--- config.mk ---
export PLATFORM = sky130hd
export DESIGN_NAME = clk_rate_scheduler
export DESIGN_NICKNAME = d
export VERILOG_FILES = /design/src/rtl/clk_sched_pkg.sv /design/src/rtl/ce_divider.sv /design/src/rtl/clk_rate_scheduler.sv
export SDC_FILE = /design/constraint.sdc
export NUM_CORES = 1
export LEC_CHECK = 0
export CAP_MARGIN = 20
export CELL_PAD_IN_SITES_DETAIL_PLACEMENT = 1
export CELL_PAD_IN_SITES_GLOBAL_PLACEMENT = 1
export CORE_MARGIN = 3
export CORE_UTILIZATION = 33
export CTS_CLUSTER_SIZE = 25
export DETAILED_ROUTE_END_ITERATION = 10
export GPL_TIMING_DRIVEN = 0
export PLACE_DENSITY = 0.72
export SLEW_MARGIN = 20
export SYNTH_ARGS = -nofsm -noshare
export SYNTH_HDL_FRONTEND = slang
export SYNTH_SLANG_ARGS = --single-unit
--- constraint.sdc ---
create_clock -name clk -period 1.6 [get_ports clk]
set_input_delay 0.48 -clock clk [delete_from_list [all_inputs] [get_ports clk]]
set_output_delay 0.48 -clock clk [all_outputs]
set_load 0.005 [all_outputs]
--- src/rtl/clk_sched_pkg.sv ---
// clk_sched_pkg: layer-state codes, scheduler state encoding and counter width shared by the clock scheduler.
package clk_sched_pkg;
    localparam int IDLE_STATE      = 1;
    localparam int CONV1_1_CODE    = 2;
    localparam int CONV1_2_CODE    = 3;
    localparam int AVG_POOL1_STATE = 4;
    localparam int CONV2_1_CODE    = 5;
    localparam int CONV2_2_CODE    = 6;
    localparam int AVG_POOL2_STATE = 7;
    localparam int CONV3_1_CODE    = 8;
    localparam int CONV3_2_CODE    = 9;
    localparam int CNT_W           = 4;
    typedef enum logic [1:0] {
        SLOW          = 2'd0,
        DRAIN_TO_FAST = 2'd1,
        FAST          = 2'd2,
        DRAIN_TO_SLOW = 2'd3
    } sched_state_t;
endpackage

--- src/rtl/ce_divider.sv ---
// ce_divider: slow-rate enable divider; tick marks the last count of each SLOW_DIV period while running.
module ce_divider
    import clk_sched_pkg::*;
#(
    parameter int SLOW_DIV = 3
) (
    input  logic clk,
    input  logic reset,
    input  logic clear,
    input  logic run,
    output logic tick,
    output logic at_boundary
);
    logic [CNT_W-1:0] cnt;
    // Compare with >= so a count can never run past the terminal value.
    assign at_boundary = cnt >= CNT_W'(SLOW_DIV - 1);
    assign tick = run && !clear && at_boundary;
    always_ff @(posedge clk or negedge reset) begin
        if (!reset) cnt <= '0;
        else cnt <= clear ? '0 : !run ? cnt : at_boundary ? '0 : cnt + 1'b1;
    end
endmodule

--- src/rtl/clk_rate_scheduler.sv ---
// clk_rate_scheduler: registered datapath clock-enable, full rate in conv layers and 1/SLOW_DIV otherwise,
// with a drain window on every rate switch; CLK_SCHED_STATS_EN adds a saturating switch_count.
module clk_rate_scheduler
    import clk_sched_pkg::*;
#(
    parameter int STATE_DATAWIDTH = 4,
    parameter int CONV1_1_STATE   = CONV1_1_CODE,
    parameter int CONV1_2_STATE   = CONV1_2_CODE,
    parameter int CONV2_1_STATE   = CONV2_1_CODE,
    parameter int CONV2_2_STATE   = CONV2_2_CODE,
    parameter int CONV3_1_STATE   = CONV3_1_CODE,
    parameter int CONV3_2_STATE   = CONV3_2_CODE,
    parameter int SLOW_DIV        = 3,
    parameter int DRAIN_CYCLES    = 4
) (
    input  logic                       clk,
    input  logic                       reset,
    input  logic [STATE_DATAWIDTH-1:0] State,
    input  logic                       PS_BRAM_busy,
    output logic                       ce_out,
    output logic                       fast_mode,
`ifdef CLK_SCHED_STATS_EN
    output logic [15:0]                switch_count,
`endif
    output logic                       switch_busy
);
    sched_state_t     st;
    logic [CNT_W-1:0] dcnt;
    logic             is_conv, tick, at_boundary, drain, drain_end;

    assign is_conv = State == STATE_DATAWIDTH'(CONV1_1_STATE) || State == STATE_DATAWIDTH'(CONV1_2_STATE)
                  || State == STATE_DATAWIDTH'(CONV2_1_STATE) || State == STATE_DATAWIDTH'(CONV2_2_STATE)
                  || State == STATE_DATAWIDTH'(CONV3_1_STATE) || State == STATE_DATAWIDTH'(CONV3_2_STATE);
    assign drain = st == DRAIN_TO_FAST || st == DRAIN_TO_SLOW;
    assign drain_end = drain && dcnt >= CNT_W'(DRAIN_CYCLES - 1);

    ce_divider #(.SLOW_DIV(SLOW_DIV)) u_div (
        .clk        (clk),
        .reset      (reset),
        .clear      (st != SLOW),
        .run        (st == SLOW),
        .tick       (tick),
        .at_boundary(at_boundary)
    );

    always_ff @(posedge clk or negedge reset) begin
        if (!reset) begin
            st          <= SLOW;
            dcnt        <= '0;
            ce_out      <= 1'b0;
            fast_mode   <= 1'b0;
            switch_busy <= 1'b0;
        end else begin
            ce_out      <= st == FAST || tick;
            fast_mode   <= st == FAST;
            switch_busy <= drain;
            dcnt        <= drain && !drain_end ? dcnt + 1'b1 : '0;
            case (st)
                SLOW:          if (st == SLOW && at_boundary && is_conv && !PS_BRAM_busy) st <= DRAIN_TO_FAST;
                DRAIN_TO_FAST: if (drain_end) st <= is_conv ? FAST : SLOW;
                FAST:          if (!is_conv) st <= DRAIN_TO_SLOW;
                DRAIN_TO_SLOW: if (drain_end) st <= SLOW;
            endcase
        end
    end

`ifdef CLK_SCHED_STATS_EN
    always_ff @(posedge clk or negedge reset) begin
        if (!reset) switch_count <= '0;
        else if (drain_end && switch_count != 16'hFFFF) switch_count <= switch_count + 1'b1;
    end
`endif
endmodule

---- Word level (Yosys, flattened, before mapping) ----
Cells that the tools add are included.
storage, ports and cells
  register bits ........................... 13
  bits in latches ......................... 0
  memory bits (writable) .................. 0
  ROM bits ................................ 0
  bits of input ports ..................... 7
  output and inout port bits .............. 3
  logic and storage cells ................. 54
  memories ................................ 0
operators by class
  add/sub/neg operators ................... 2
  $mul .................................... 0
  div/mod/pow operators ................... 0
  magnitude comparators ................... 2
  equal/unequal tests ..................... 13
  shift operators ......................... 0
  multiplexer cells ....................... 10
  bitwise operators ....................... 0
  reductions and logical operators ........ 21
operators with widths
  cell                   count
  $mux W4                4
  $mux W2                5
  $add A4 B1 Y4 const B  2
  $eq A4 B2 Y1 const B   2
  $eq A4 B3 Y1 const B   2
  $eq A4 B4 Y1 const B   2
  $ge A4 B2 Y1 const B   2
  $ne A2 B2 Y1 const B   4
  $pmux W2 S4            1
  $logic_and A1 B1 Y1    7
  $logic_or A1 B1 Y1     7
  $eq A2 B2 Y1 const B   2
  $reduce_and A4 Y1      1
  $reduce_bool A2 Y1     2
  $logic_not A1 Y1       3
  $eq A2 B1 Y1 const B   1
  $logic_not A2 Y1       1

---- Logic depth before layout (Yosys ltp) ----
Gate-level depths: netlist of the first run.
  word-level depth ........................ 10
  gate-level depth with buffers ........... 6

---- Hierarchy ----
A second synthesis of the first run with hierarchy kept.
second synthesis, totals
  cells, all modules ...................... 59
  area, all modules ....................... 651.9 um2
modules (own cells, without submodules)
  module              times used  cells each  area each (um2)  seq. area each (um2)
  clk_rate_scheduler  1           37          415.4            225.2
  ce_divider          1           22          236.5            100.1

---- Least setup slack after synthesis of the first run ----
No wires, ideal clock.
  path kind ............................... reg2reg
  from .................................... register u_div.cnt[0]
  to ...................................... register st[0]
  data arrival time ....................... 1.584 ns
  slack ................................... -0.103 ns
  cell stages (with the launch flop) ...... 7
  cell sequence ........................... dfrtp_1 > inv_1 > ha_1 > or4_4 > nor3b_1 > mux2_2 > o21a_1
on the way
  word-level cells in the longest chain between the ends .. 6
RTL lines
  what                               line                      source
  start: declaration                 ce_divider.sv:14          logic [CNT_W-1:0] cnt;
  start signal: assignment           ce_divider.sv:20          else cnt <= clear ? '0 : !run ? cnt : at_boundary ? '0 : cnt + 1'b1;
  $ge A4 B2 Y1                       ce_divider.sv:16          assign at_boundary = cnt >= CNT_W'(SLOW_DIV - 1);
  $logic_and A1 B1 Y1 (3 in series)  clk_rate_scheduler.sv:59  SLOW: if (st == SLOW && at_boundary && is_conv && !PS_BRAM_busy) st <= DRAIN_TO_FAST;
  $ne A2 B2 Y1 (no line)             --
  $reduce_and A4 Y1 (no line)        --
  end signal: assignment             clk_rate_scheduler.sv:60  DRAIN_TO_FAST: if (drain_end) st <= is_conv ? FAST : SLOW;
  end: declaration                   clk_rate_scheduler.sv:27  sched_state_t st;
No other way between the ends.
A chain may end at the register's enable or synchronous reset.

---- Worst setup path after layout of the first run ----
  from .................................... register u_div.cnt[1]
  to ...................................... register st[0]
The elaborated chain is that of the path after synthesis.

==> results of run 1 <==
[power groups by stage]
| stage | registers, uW | logic (uW) | clock network (uW) |
|---|---|---|---|
| CTS | 487 | 307 | 214 |
| detailed placement | 495 | 252 | 0 |
| global route | 503 | 340 | 223 |
| global placement | 486 | 240 | 0 |
| finish | 488 | 309 | 202 |
| floorplan | 480 | 132 | 0 |
[worst max-delay path by stage]
stage                            start  endpoint  slack [ns]  cells past startpoint
after floorplan           u_div.cnt[0]     st[0]       -0.10                      6
after global placement        State[1]     st[0]       -0.45                      5
after detailed placement      State[1]     st[0]       -0.49                      5
after CTS                 u_div.cnt[1]     st[0]       -0.11                      5
after global routing      u_div.cnt[1]     st[0]       -0.18                      5
final                     u_div.cnt[1]     st[0]       -0.12                      5
[through the flow]
stage	setup WS (ns)	power, uW	TNS, ns	hold slack [ns]	cell area, um^2
final	-0.1212	999.5	-0.1212	0.4366	711.9
after global routing	-0.1770	1066	-0.2824	0.4649	711.9
after CTS	-0.1099	1008	-0.1099	0.4478	700.7
after detailed placement	-0.4940	747.8	-0.8222	0.4369	635.6
after global placement	-0.4469	726.7	-0.6126	0.4236	635.6
after floorplan	-0.1025	611.8	-0.1025	0.1844	526.8
[flip-flops by register name, summed over array words and instances, names as in the netlist]
name	count
ce_out	1
dcnt	4
fast_mode	1
st	2
switch_busy	1
u_div.cnt	4
[critical path: cells and delay by family (launching register included)]
family | cells | cell delay [ns]
compound gates | 1 | 0.16
flops | 1 | 0.41
buf+inv | 1 | 0.13
simple gates | 2 | 0.65
mux | 1 | 0.26
[per-layer routing]
metal | wire (um) | up-vias | track usage [%] | part of all wire, %
li1 | - | 174 | - | -
met1 | 473 | 173 | 13.58 | 49
met2 | 421 | 13 | 18.38 | 43
met3 | 46 | 4 | 2.372 | 4.7
met4 | 32 | 0 | 8.772 | 3.3
met5 | 0 | - | 0 | 0
[cells by family (layout without fill, tap and decap cells)]
family	Yosys count	after routing	synth area share [%]
flip-flops	13	13	62.65
AO/OA/AOI/OAI	3	3	4.339
buffers and inverters	3	19	2.169
multiplexers	1	1	2.169
other	1	3	0.7222
AND/OR/NAND/NOR	19	19	20.72
adder cells (fa/ha/maj)	3	3	7.230
[layout make-up]
type                            count  area (um^2)
Timing Repair Buffer               12        121.4
Fill cell                         151        670.6
Sequential cell                    13        325.3
Buffer                              1        3.754
Multi-Input combinational cell     29        209.0
Tap cell                           15        18.77
Inverter                            2        7.507
Clock buffer                        4        26.28
[cell usage after synthesis, types with 2 or more instances]
cell      n  area, um^2
dfrtp_1  13       325.3
nor2_1    6       22.52
nor3_1    2       10.01
nor2b_1   2       12.51
nor3b_1   2       15.01
nand2_1   2       7.510
ha_1      3       37.54
inv_1     2       7.510
[what timing repair did]
item                                    4_1_cts  5_1_grt
setup buffers                                 3        0
resized for setup                             4        3
hold buffers                                  0        0
endpoints found under the setup margin        4        6
pin swaps                                     2        0
==> impl_summary.txt, run 1 <==
----------------------------------------------------
[Finish]
  Post-layout util ... 51.49%
  Area growth, synth to finish ... 37.11%
  Number of antenna cells inserted ... 0
  Share of final-layout standard cells stronger than drive strength 1 ... 18.03%
  Most frequent standard cell in the layout excluding fill and tap cells ... dfrtp_1
  Commonest non-fill, non-tap cells in the layout ... 13 x dfrtp_1, 7 x clkdlybuf4s50_1, 6 x nor2_1, 3 x clkbuf_4, 3 x conb_1
  Final net count ... 72
  Number of standard cells in the layout, taps in and fillers out ... 76

[Timing]
  Final clock skew ... 0.006406 ns
  Slew at the pin with the worst max-slew slack ... 0.5626 ns
  Maximum operating frequency ... 581.0 MHz
  Number of max-slew violations in the final report ... 0
  RSZ-0062 raised after global routing ... true
  Count of final hold-check violations ... 0
  Number of failing setup endpoints in the final timing report ... 1
  Relative max-transition margin ... ~62%
  Worst-case setup margin in the final layout ... -0.1212 ns
  Final period demand of the worst path ... ~1.7 ns
  Final worst path period share ... 107.6%

[Placed design]
  Half-perimeter wire length after detailed placement ... 680.3 um
  Quantity of I/O buffers inserted on ports ... 9
  Gpl congestion ... 0.5989
  Post-placement cell count ... 69

[Clocking]
  Clock root buffer ... clkbuf_4
  Clock tree from TritonCTS ... done
  Clock net sink count ... 13
  Clock slew at the register clock pins of the worst setup and hold paths ... 0.08 ns
  Maximum clock path buffer count ... 2
  Cts bufs inserted ... 3
  H-tree depth ... 1
  Source-to-sink clock delay at the later pin of the worst-skew pair ... 0.28 ns

[Drt]
  Vias post-DR ... around 360
  Final wirelength ... 974 um
  First-pass iteration count of the detailed router ... 4
  Average wire length per cell after detail routing ... 12.82 um
  Number of nets with antenna violations after routing ... 0
  Vias per inst ... 4.789
  Number of DRC markers in iteration 0 ... 6
  Number of remaining DRC errors ... 0

[Worst setup path]
  Depth of the worst register-to-register path ... 5
  Worst Setup Start Kind ... flip-flop
  Worst Setup Path Type ... reg -> reg
  Critical Path End Type ... flip-flop
  Cell-by-cell trace of the critical path ... buf_6, or4_4, nor3b_4, mux2_2, o21a_1
  Slowest stage cell on the critical path ... or4_4
  Capturing point of the worst reg2reg path ... st[0]
  Endpoint arrival time on the critical path ... 1.89 ns
  Critical path fanouts, max ... 3
  R2R Setup Slk ... -0.12 ns
  Slowest cell delay on critical path ... 0.48 ns
  WP data required ... 1.77 ns
  RR Startpoint ... u_div.cnt[1]

[Power and ir drop]
  Portion of total power attributed to the clock network ... 20.2%
  Flop pwr share ... 48.8%
  Power density over the cells ... roughly 1400 mW/mm^2
  Standby leakage power ... 0.0003669 uW
  Comb power frac ... 31.0%
  Internal ... roughly 700 uW
  Switching power ... 296.3 uW
  Switching share of total power ... roughly 30%
  Worst voltage drop across the vdd grid ... 586.3 uV

[Run status]
  Failing checks ... negative setup slack
  Status ... finished with violations

[Logic synthesis]
  Number of register bits inferred by synthesis ... 13
  Main synth FF type ... dfrtp_1
  Post-synthesis instance area ... slightly above 500 um^2
  Sequential-to-total area share from yosys stat ... between 60% and 70%
  Yosys warning count ... 0
  Synthesized area per cell ... roughly 12 um^2
  Number of synthesized flops with an enable pin ... 0
  Share of flip-flops with an asynchronous set or reset ... 100.0%
  Distinct cells, synth ... 19
  Synthesized netlist cell count ... 43

[Die]
  Die span in y ... 45.67 um
  X dimension of the die ... 45.67 um
  Die footprint ... 0.002085 mm^2
  Number of cell rows ... 13
  IO Count ... 10
  Starting Density ... 37.56%
  Core area ... ~0.0014 mm^2

[Flow run]
  Maximum Capacitance Violations ... 0

[Min path]
  Worst Hold Class ... reg -> reg
  Hold Path Origin ... dcnt[0]
  Number of cells on the worst hold path ... 1
  Worst Hold Endpoint ... dcnt[0]

[GRT]
  Remaining global-route overflow ... 0
  Number of antenna violations at the first check in global routing ... 0
  Global-route wire length before repair ... around 1.7 mm
  GRT Overall Usage ... roughly 12%
  Number of global-route vias before repair ... roughly 410
  Largest net degree at the start of global routing ... 14

----------------------------------------------------
No activity file was read; power rests on OpenSTA's default activity.
==> run 2: changes to the inputs <==
- ABC_CLOCK_PERIOD_IN_PS: unset -> 1600
- CTS_CLUSTER_DIAMETER: unset -> 40
==> results of run 2 <==
The final DEF is identical to that of run 1; final timing and power are the same.
==> run 3: changes to the inputs <==
- CAP_MARGIN: 20 -> unset
==> results of run 3 <==
The final DEF is identical to that of run 1; final timing and power are the same.
